<file path="src/rtl/mem_load_store_unit.sv">
// rtl/mem_load_store_unit.sv - byte/half/word load-store unit over a word-addressed data memory
// Optional LSU_STATS_EN adds stat_loads/stat_stores/stat_errors counters.
module mem_load_store_unit #(
  parameter int ADDR_W = 7
) (
  input  logic              clk,
  input  logic              reset,
  input  logic              req_valid,
  output logic              req_ready,
  input  logic              req_we,
  input  logic [1:0]        req_size,
  input  logic              req_unsigned,
  input  logic [31:0]       req_addr,
  input  logic [31:0]       req_wdata,
  output logic              resp_valid,
  output logic [31:0]       resp_rdata,
  output logic              resp_err,
  output logic [ADDR_W-1:0] mem_addr,
  output logic              mem_re,
  output logic              mem_we,
  output logic [31:0]       mem_wdata,
  input  logic [31:0]       mem_rdata
`ifdef LSU_STATS_EN
  ,
  output logic [31:0]       stat_loads,
  output logic [31:0]       stat_stores,
  output logic [31:0]       stat_errors
`endif
);

  localparam logic [2:0] IDLE   = 3'd0;
  localparam logic [2:0] LOAD   = 3'd1;
  localparam logic [2:0] WRITE  = 3'd2;
  localparam logic [2:0] RMW_RD = 3'd3;
  localparam logic [2:0] RMW_WR = 3'd4;
  localparam logic [2:0] RESP   = 3'd5;

  logic [2:0]  state;
  logic [1:0]  opSize;
  logic [1:0]  opLane;
  logic        opUnsigned;
  logic [31:0] opWdata;
  logic        reqErr;

  function automatic logic [31:0] extractLoad(input logic [31:0] word, input logic [1:0] lane,
                                              input logic [1:0] size, input logic isUnsigned);
    logic [7:0]  b;
    logic [15:0] h;
    logic [31:0] result;
    b = word[8*lane +: 8];
    h = lane[1] ? word[31:16] : word[15:0];
    case (size)
      2'd0:    result = {{24{b[7] & ~isUnsigned}}, b};
      2'd1:    result = {{16{h[15] & ~isUnsigned}}, h};
      default: result = word;
    endcase
    return result;
  endfunction

  function automatic logic [31:0] mergeStore(input logic [31:0] word, input logic [1:0] lane,
                                             input logic [1:0] size, input logic [31:0] data);
    logic [31:0] result;
    result = word;
    if (size == 2'd0) result[8*lane +: 8] = data[7:0];
    else if (lane[1]) result[31:16] = data[15:0];
    else              result[15:0]  = data[15:0];
    return result;
  endfunction

  assign reqErr = (req_size == 2'd3) ||
                  (req_size == 2'd2 && req_addr[1:0] != 2'd0) ||
                  (req_size == 2'd1 && req_addr[0]) ||
                  (req_addr[31:ADDR_W+2] != '0);

  assign req_ready = (state == IDLE);

  // All memory-side outputs are registered so they hold steady for the whole cycle.
  always_ff @(posedge clk) begin
    if (reset) begin
      state      <= IDLE;
      opSize     <= 2'd0;
      opLane     <= 2'd0;
      opUnsigned <= 1'b0;
      opWdata    <= 32'd0;
      resp_valid <= 1'b0;
      resp_rdata <= 32'd0;
      resp_err   <= 1'b0;
      mem_addr   <= '0;
      mem_re     <= 1'b0;
      mem_we     <= 1'b0;
      mem_wdata  <= 32'd0;
    end else begin
      case (state)
        IDLE: begin
          if (req_valid) begin
            opSize     <= req_size;
            opLane     <= req_addr[1:0];
            opUnsigned <= req_unsigned;
            opWdata    <= req_wdata;
            if (reqErr) begin
              state      <= RESP;
              resp_valid <= 1'b1;
              resp_err   <= 1'b1;
              resp_rdata <= 32'd0;
            end else begin
              mem_addr <= req_addr[ADDR_W+1:2];
              if (!req_we) begin
                state  <= LOAD;
                mem_re <= 1'b1;
              end else if (req_size == 2'd2) begin
                state     <= WRITE;
                mem_we    <= 1'b1;
                mem_wdata <= req_wdata;
              end else begin
                state  <= RMW_RD;
                mem_re <= 1'b1;
              end
            end
          end
        end
        LOAD: begin
          mem_re     <= 1'b0;
          state      <= RESP;
          resp_valid <= 1'b1;
          resp_err   <= 1'b0;
          resp_rdata <= extractLoad(mem_rdata, opLane, opSize, opUnsigned);
        end
        RMW_RD: begin
          mem_re    <= 1'b0;
          mem_we    <= 1'b1;
          mem_wdata <= mergeStore(mem_rdata, opLane, opSize, opWdata);
          state     <= RMW_WR;
        end
        WRITE, RMW_WR: begin
          mem_we     <= 1'b0;
          state      <= RESP;
          resp_valid <= 1'b1;
          resp_err   <= 1'b0;
          resp_rdata <= 32'd0;
        end
        RESP: begin
          resp_valid <= 1'b0;
          state      <= IDLE;
        end
        default: state <= IDLE;
      endcase
    end
  end

`ifdef LSU_STATS_EN
  always_ff @(posedge clk) begin
    if (reset) begin
      stat_loads  <= 32'd0;
      stat_stores <= 32'd0;
      stat_errors <= 32'd0;
    end else begin
      if (state == LOAD) stat_loads <= stat_loads + 32'd1;
      if (state == WRITE || state == RMW_WR) stat_stores <= stat_stores + 32'd1;
      if (state == IDLE && req_valid && reqErr) stat_errors <= stat_errors + 32'd1;
    end
  end
`endif

endmodule

</file>
<file path="config.mk">
export PLATFORM = sky130hd
export DESIGN_NAME = mem_load_store_unit
export DESIGN_NICKNAME = d
export VERILOG_FILES = /design/src/rtl/mem_load_store_unit.sv
export SDC_FILE = /design/constraint.sdc
export NUM_CORES = 1
export LEC_CHECK = 0
export ABC_AREA = 1
export CORE_MARGIN = 2
export CORE_UTILIZATION = 40
export DETAILED_ROUTE_END_ITERATION = 8
export PLACE_DENSITY = 0.7
export REMOVE_ABC_BUFFERS = 1
export SLEW_MARGIN = 30
export SYNTH_ARGS = -nofsm -noshare
export SYNTH_HDL_FRONTEND = slang
export SYNTH_SLANG_ARGS = --single-unit
</file>
<file path="constraint.sdc">
create_clock -name clk -period 5.8 [get_ports clk]
set_input_delay 1.16 -clock clk [delete_from_list [all_inputs] [get_ports clk]]
set_output_delay 1.16 -clock clk [all_outputs]
set_load 0.01 [all_outputs]
</file>
### Word level (Yosys, flattened, before mapping)

Index checks and enable logic that the tools add are counted.

| operators by class | value |
|---|---|
| add/subtract/negate cells | 1 |
| equality and inequality tests | 15 |
| shifts and indexed selects | 3 |
| mux-type cells | 33 |
| bitwise logic cells | 4 |
| reduce and logical (&&, ||, !) cells | 26 |

Operator list:

| kind | count |
|---|---|
| 32-bit 2-to-1 mux | 7 |
| 32-bit case mux with 2 select lines | 2 |
| 32-bit case mux with 3 select lines | 1 |
| 16-bit 2-to-1 mux | 3 |
| 5-bit negator with 34-bit output | 1 |
| 8-bit by 34-bit variable shift with 32-bit output (first input constant) | 1 |
| 8-bit by 34-bit variable part select with 32-bit output | 1 |
| 32-bit bitwise mux | 1 |
| 32-bit by 6-bit variable part select with 8-bit output | 1 |
| 23-bit nonzero test | 1 |
| 3-bit AND reduction | 4 |
| 1-bit 2-to-1 mux | 11 |
| 5-bit AND reduction | 2 |
| 3-bit case mux with 3 select lines | 1 |
| 3-bit nonzero test | 3 |
| 2-bit nonzero test | 4 |
| 3-bit by 2-bit equality test with 1-bit output (second input constant) | 2 |
| 3-bit equality test (second input constant) | 2 |
| 3-bit 2-to-1 mux | 2 |
| 2-bit by 1-bit inequality test with 1-bit output (second input constant) | 3 |
| 1-bit case mux with 3 select lines | 2 |
| 2-bit by 1-bit equality test with 1-bit output (second input constant) | 2 |
| 2-bit equality test (second input constant) | 2 |
| 2-bit inequality test (second input constant) | 2 |
| other kinds (14) | 21 |

| word-level totals | value |
|---|---|
| flip-flop bits (word level) | 99 |
| input bits | 103 |
| output and inout bits | 76 |
| logic and storage cells | 94 |

### Longest topological paths before layout

| depth | value |
|---|---|
| word-level depth | 8 |
| depth in mapped cells | 13 |
| depth with buffers taken out | 11 |

### Worst setup path after synthesis

Ideal clock, no wire load.

| timing path | value |
|---|---|
| kind | input to register |
| start | in req_addr[24] |
| end | reg mem_wdata[12] |
| setup time | 0.113 ns |
| arrival time | 2.155 ns |
| required time | 5.687 ns |
| slack | 3.533 ns |
| cell stages on the path | 10 |
| buffers on the path | 1 |
| cell sequence | nor2_1 > and2_1 > nand2_1 > nor2_1 > nand2_1 > nand2_1 > nand4_4 > buf_2 > nor2_1 > nor2_1 |

| between the ends | value |
|---|---|
| longest elaborated chain between the ends | 4 |

RTL lines:

| element | line | source |
|---|---|---|
| from (decl) | 13 | `input logic [31:0] req_addr,` |
| 23-bit nonzero test | 73 | `(req_addr[31:ADDR_W+2] != '0);` |
| 1-bit logical OR | 72 | `(req_size == 2'd1 && req_addr[0]) \|\|` |
| 2-bit inequality test (no line) | n/a |  |
| 5-bit AND reduction (no line) | n/a |  |
| to (signal assigned) | 113 | `mem_wdata <= req_wdata;` |
| to (signal assigned) | 131 | `mem_wdata <= mergeStore(mem_rdata, opLane, opSize, opWdata);` |
| to (decl) | 21 | `output logic [31:0] mem_wdata,` |

No other way between the ends.
A chain may end at the register's enable or synchronous reset.

### Worst setup path in the final report

| timing path | value |
|---|---|
| start | in req_valid |
| end | reg mem_wdata[27] |

| between the ends | value |
|---|---|
| longest elaborated chain between the ends | 2 |

RTL lines:

| element | line | source |
|---|---|---|
| from (decl) | 8 | `input logic req_valid,` |
| 2-bit inequality test (no line) | n/a |  |
| 5-bit AND reduction (no line) | n/a |  |

No other way between the ends.

==> results.tsv <==
stage	metric	value	unit
clocking	CTS root buf	clkbuf_16	
routing	wire per inst	14.58	µm
clocking	# Post-CTS Setup Buffers	0	
cells_and_area	fin area	8376	µm²
yosys	yosys warns	0	
floorplanning	chip width	128.7	µm
yosys	Synth Area per Inst	5.847	µm²
routing	initial DRC count	688	
placed_design	Post-DP HPWL	14.51	mm
clocking	Sink Count	99	
global_route	Total GRT Usage	24.78	%
sta	Max Slew Vio Count	0	
yosys	Mapped Area	6221	µm²
floorplanning	Row Count	45	
setup_path	kind of critical path	primary input to flip-flop	
power_and_ir_drop	total power	2.535	mW
routing	total wire length	20.32	mm
floorplanning	io pins	179	
clocking	CTS resizes	0	
placed_design	PortBufs	178	
flow_run	# Max-Cap Violations	0	
placed_design	placed instance count	1378	
cells_and_area	Layout area overhead	34.63	%
sta	actual slew at the worst max-slew pin	0.8980	ns
routing	drt drc	0	
yosys	Yosys reg bits	99	
placed_design	placed cell area	8031	µm²
clocking	CTS buffer count	9	
sta	setup TNS	0	ns
clocking	H-tree depth	3	
floorplanning	DIE HEIGHT	128.7	µm
sta	minimum clock period	3.216	ns
placed_design	routability cong.	0.9216	
worst_hold_path	Hold Crit Class	flip-flop to flip-flop	
clocking	hold_buf cts	0	
floorplanning	starting density of the core	40.92	%
routing	Vias	7110	
global_route	largest net degree at the start of global routing	52	
sta	Final WS setup	2.584	ns
global_route	first-pass GRT wire length	32.62	mm
routing	number of routed nets with antenna violations	0	
sta	normalized max-slew margin	39.99	%
placed_design	setup slack after placement	2.255	ns
sta	endpoints failing setup	0	
cells_and_area	share of cells above drive strength 1	3.400	%
setup_path	worst-path fanout max	45	
cells_and_area	diode count	0	
setup_path	Worst Path Required	6.05	ns
setup_path	crit path DAT	3.46	ns
clocking	clock-pin slew on the worst setup and hold paths	0.07	ns
sta	Final Hold Violating Endpoints	0	
cells_and_area	non-filler cells, final	1394	
setup_path	Critical Path End Type	flip-flop	
sta	RSZ-0062 raised after global routing	no	
power_and_ir_drop	LEAKAGE	3.741	nW
sta	Hold Slack	0.4529	ns
routing	drt first pass iters	7	
sta	Final period util	55.44	%
global_route	vias in the first global route	6546	
yosys	register area share after synthesis	31.86	%
yosys	Gate Count Post-Synth	1064	
yosys	number of distinct library cells after synthesis	34	
sta	clock skew	0.008444	ns
floorplanning	core area	15200	µm²
cells_and_area	Layout Utilization	55.09	%
routing	DR vias/cell	5.100	
setup_path	CP Launch Type	primary input	
power_and_ir_drop	maximum vdd drop	144.2	µV
status	status	complete, no violations	
floorplanning	Die ar.	16570	µm²
clocking	clk_lat worst skew	0.37	ns
clocking	CTS tree	yes	
sta	Max Freq	0.3110	GHz
clocking	Max Root-Sink Buffers	2	
global_route	initial antenna violation count	0	
power_and_ir_drop	Pwr Density	302.7	nW/µm²
global_route	Remaining Overflow, GRT	0	
cells_and_area	fin nets	1309	
[final cells by class]
type / count / area [µm²]
sequential: 99 / 1982
multi-input combinational: 759 / 3436
inverter: 149 / 559.3
clock buffer: 12 / 246.5
fill: 1566 / 6827
timing repair buffer: 183 / 1819
tap: 188 / 235.2
clock inverter: 4 / 97.59
[cell usage after synthesis, drive strengths merged]
cell / n / area (µm²)
ha: 5 / 62.56
o22ai: 12 / 75.07
and2: 1 / 6.260
clkbuf: 33 / 125.1
o21ai: 61 / 309.0
nor2: 146 / 560.5
nand2: 329 / 1242
o21a: 1 / 7.510
nand4: 21 / 146.4
o221ai: 3 / 26.28
a21oi: 90 / 450.4
dfxtp: 99 / 1982
nand3: 48 / 245.2
o211ai: 12 / 90.09
a31oi: 4 / 25.02
or2: 10 / 62.56
nor3: 3 / 26.28
a21boi: 13 / 97.59
buf: 24 / 121.4
clkinv: 3 / 11.26
inv: 146 / 548.0
[power breakdown]
| group | internal (mW) | switching, mW | total, mW | leakage, nW |
|---|---|---|---|---|
| Combinational | 0.384 | 0.587 | 0.971 | 2.77 |
| Sequential | 0.781 | 0.0682 | 0.849 | 0.808 |
| Clock | 0.434 | 0.281 | 0.715 | 0.163 |
| Total | 1.60 | 0.936 | 2.53 | 3.74 |
[per-layer routing]
| layer | share of wire (%) | wire length, µm | track usage, % |
|---|---|---|---|
| met5 | 0 | 0 | 0 |
| met2 | 44 | 9028 | 39.28 |
| met1 | 43 | 8769 | 31.95 |
| met4 | 3.4 | 694 | 11.83 |
| met3 | 9.0 | 1828 | 5.655 |
[worst max-delay path, cell delays in order]
cell             delay [ns]
clkdlybuf4s50_1        0.52
inv_1                  0.05
nand2_1                0.65
nand4_4                0.67
nor2_1                 0.29
nor2_1                 0.08
[state kept, by name, summed over array words and instances, names as in the netlist, 2 cells and up]
register	cells
opWdata	16
state	3
mem_addr	7
mem_wdata	32
opSize	2
resp_rdata	32
opLane	2
[worst paths after layout]
path | from | to | slack [ns] | cells after the start
setup reg to reg | opSize[1] | mem_wdata[22] | 2.78 | 9
hold / removal | mem_re | mem_re | 0.45 | 2
setup / recovery | req_valid | mem_wdata[27] | 2.58 | 6
hold reg to reg | mem_re | mem_re | 0.45 | 2
[cells by family after synthesis]
logic type,share of synthesized area (%)
flip-flops,31.86
buffers and inverters,12.95
AND/OR/NAND/NOR,36.81
adder cells (fa/ha/maj),1.006
AO/OA/AOI/OAI,17.38
[cell usage in the layout, fill, tap and decap left out, types with 2 or more instances in the layout]
| master | instances |
|---|---|
| inv_2 | 4 |
| inv_1 | 142 |
| o21ai_0 | 58 |
| nand2_1 | 328 |
| nor2_2 | 3 |
| o22ai_1 | 12 |
| nor3_1 | 2 |
| clkbuf_16 | 9 |
| dfxtp_1 | 99 |
| o21ai_1 | 2 |
| o211ai_1 | 12 |
| nor2_1 | 142 |
| ha_1 | 5 |
| or2_2 | 9 |
| clkinv_1 | 3 |
| nand3_1 | 47 |
| a21oi_1 | 90 |
| nand4_1 | 20 |
| o221ai_1 | 3 |
| clkbuf_1 | 2 |
| a21boi_0 | 13 |
| clkdlybuf4s50_1 | 178 |
| buf_4 | 5 |
| a31oi_1 | 4 |
| bufinv_16 | 3 |
Power figures use the tool's default switching activity.
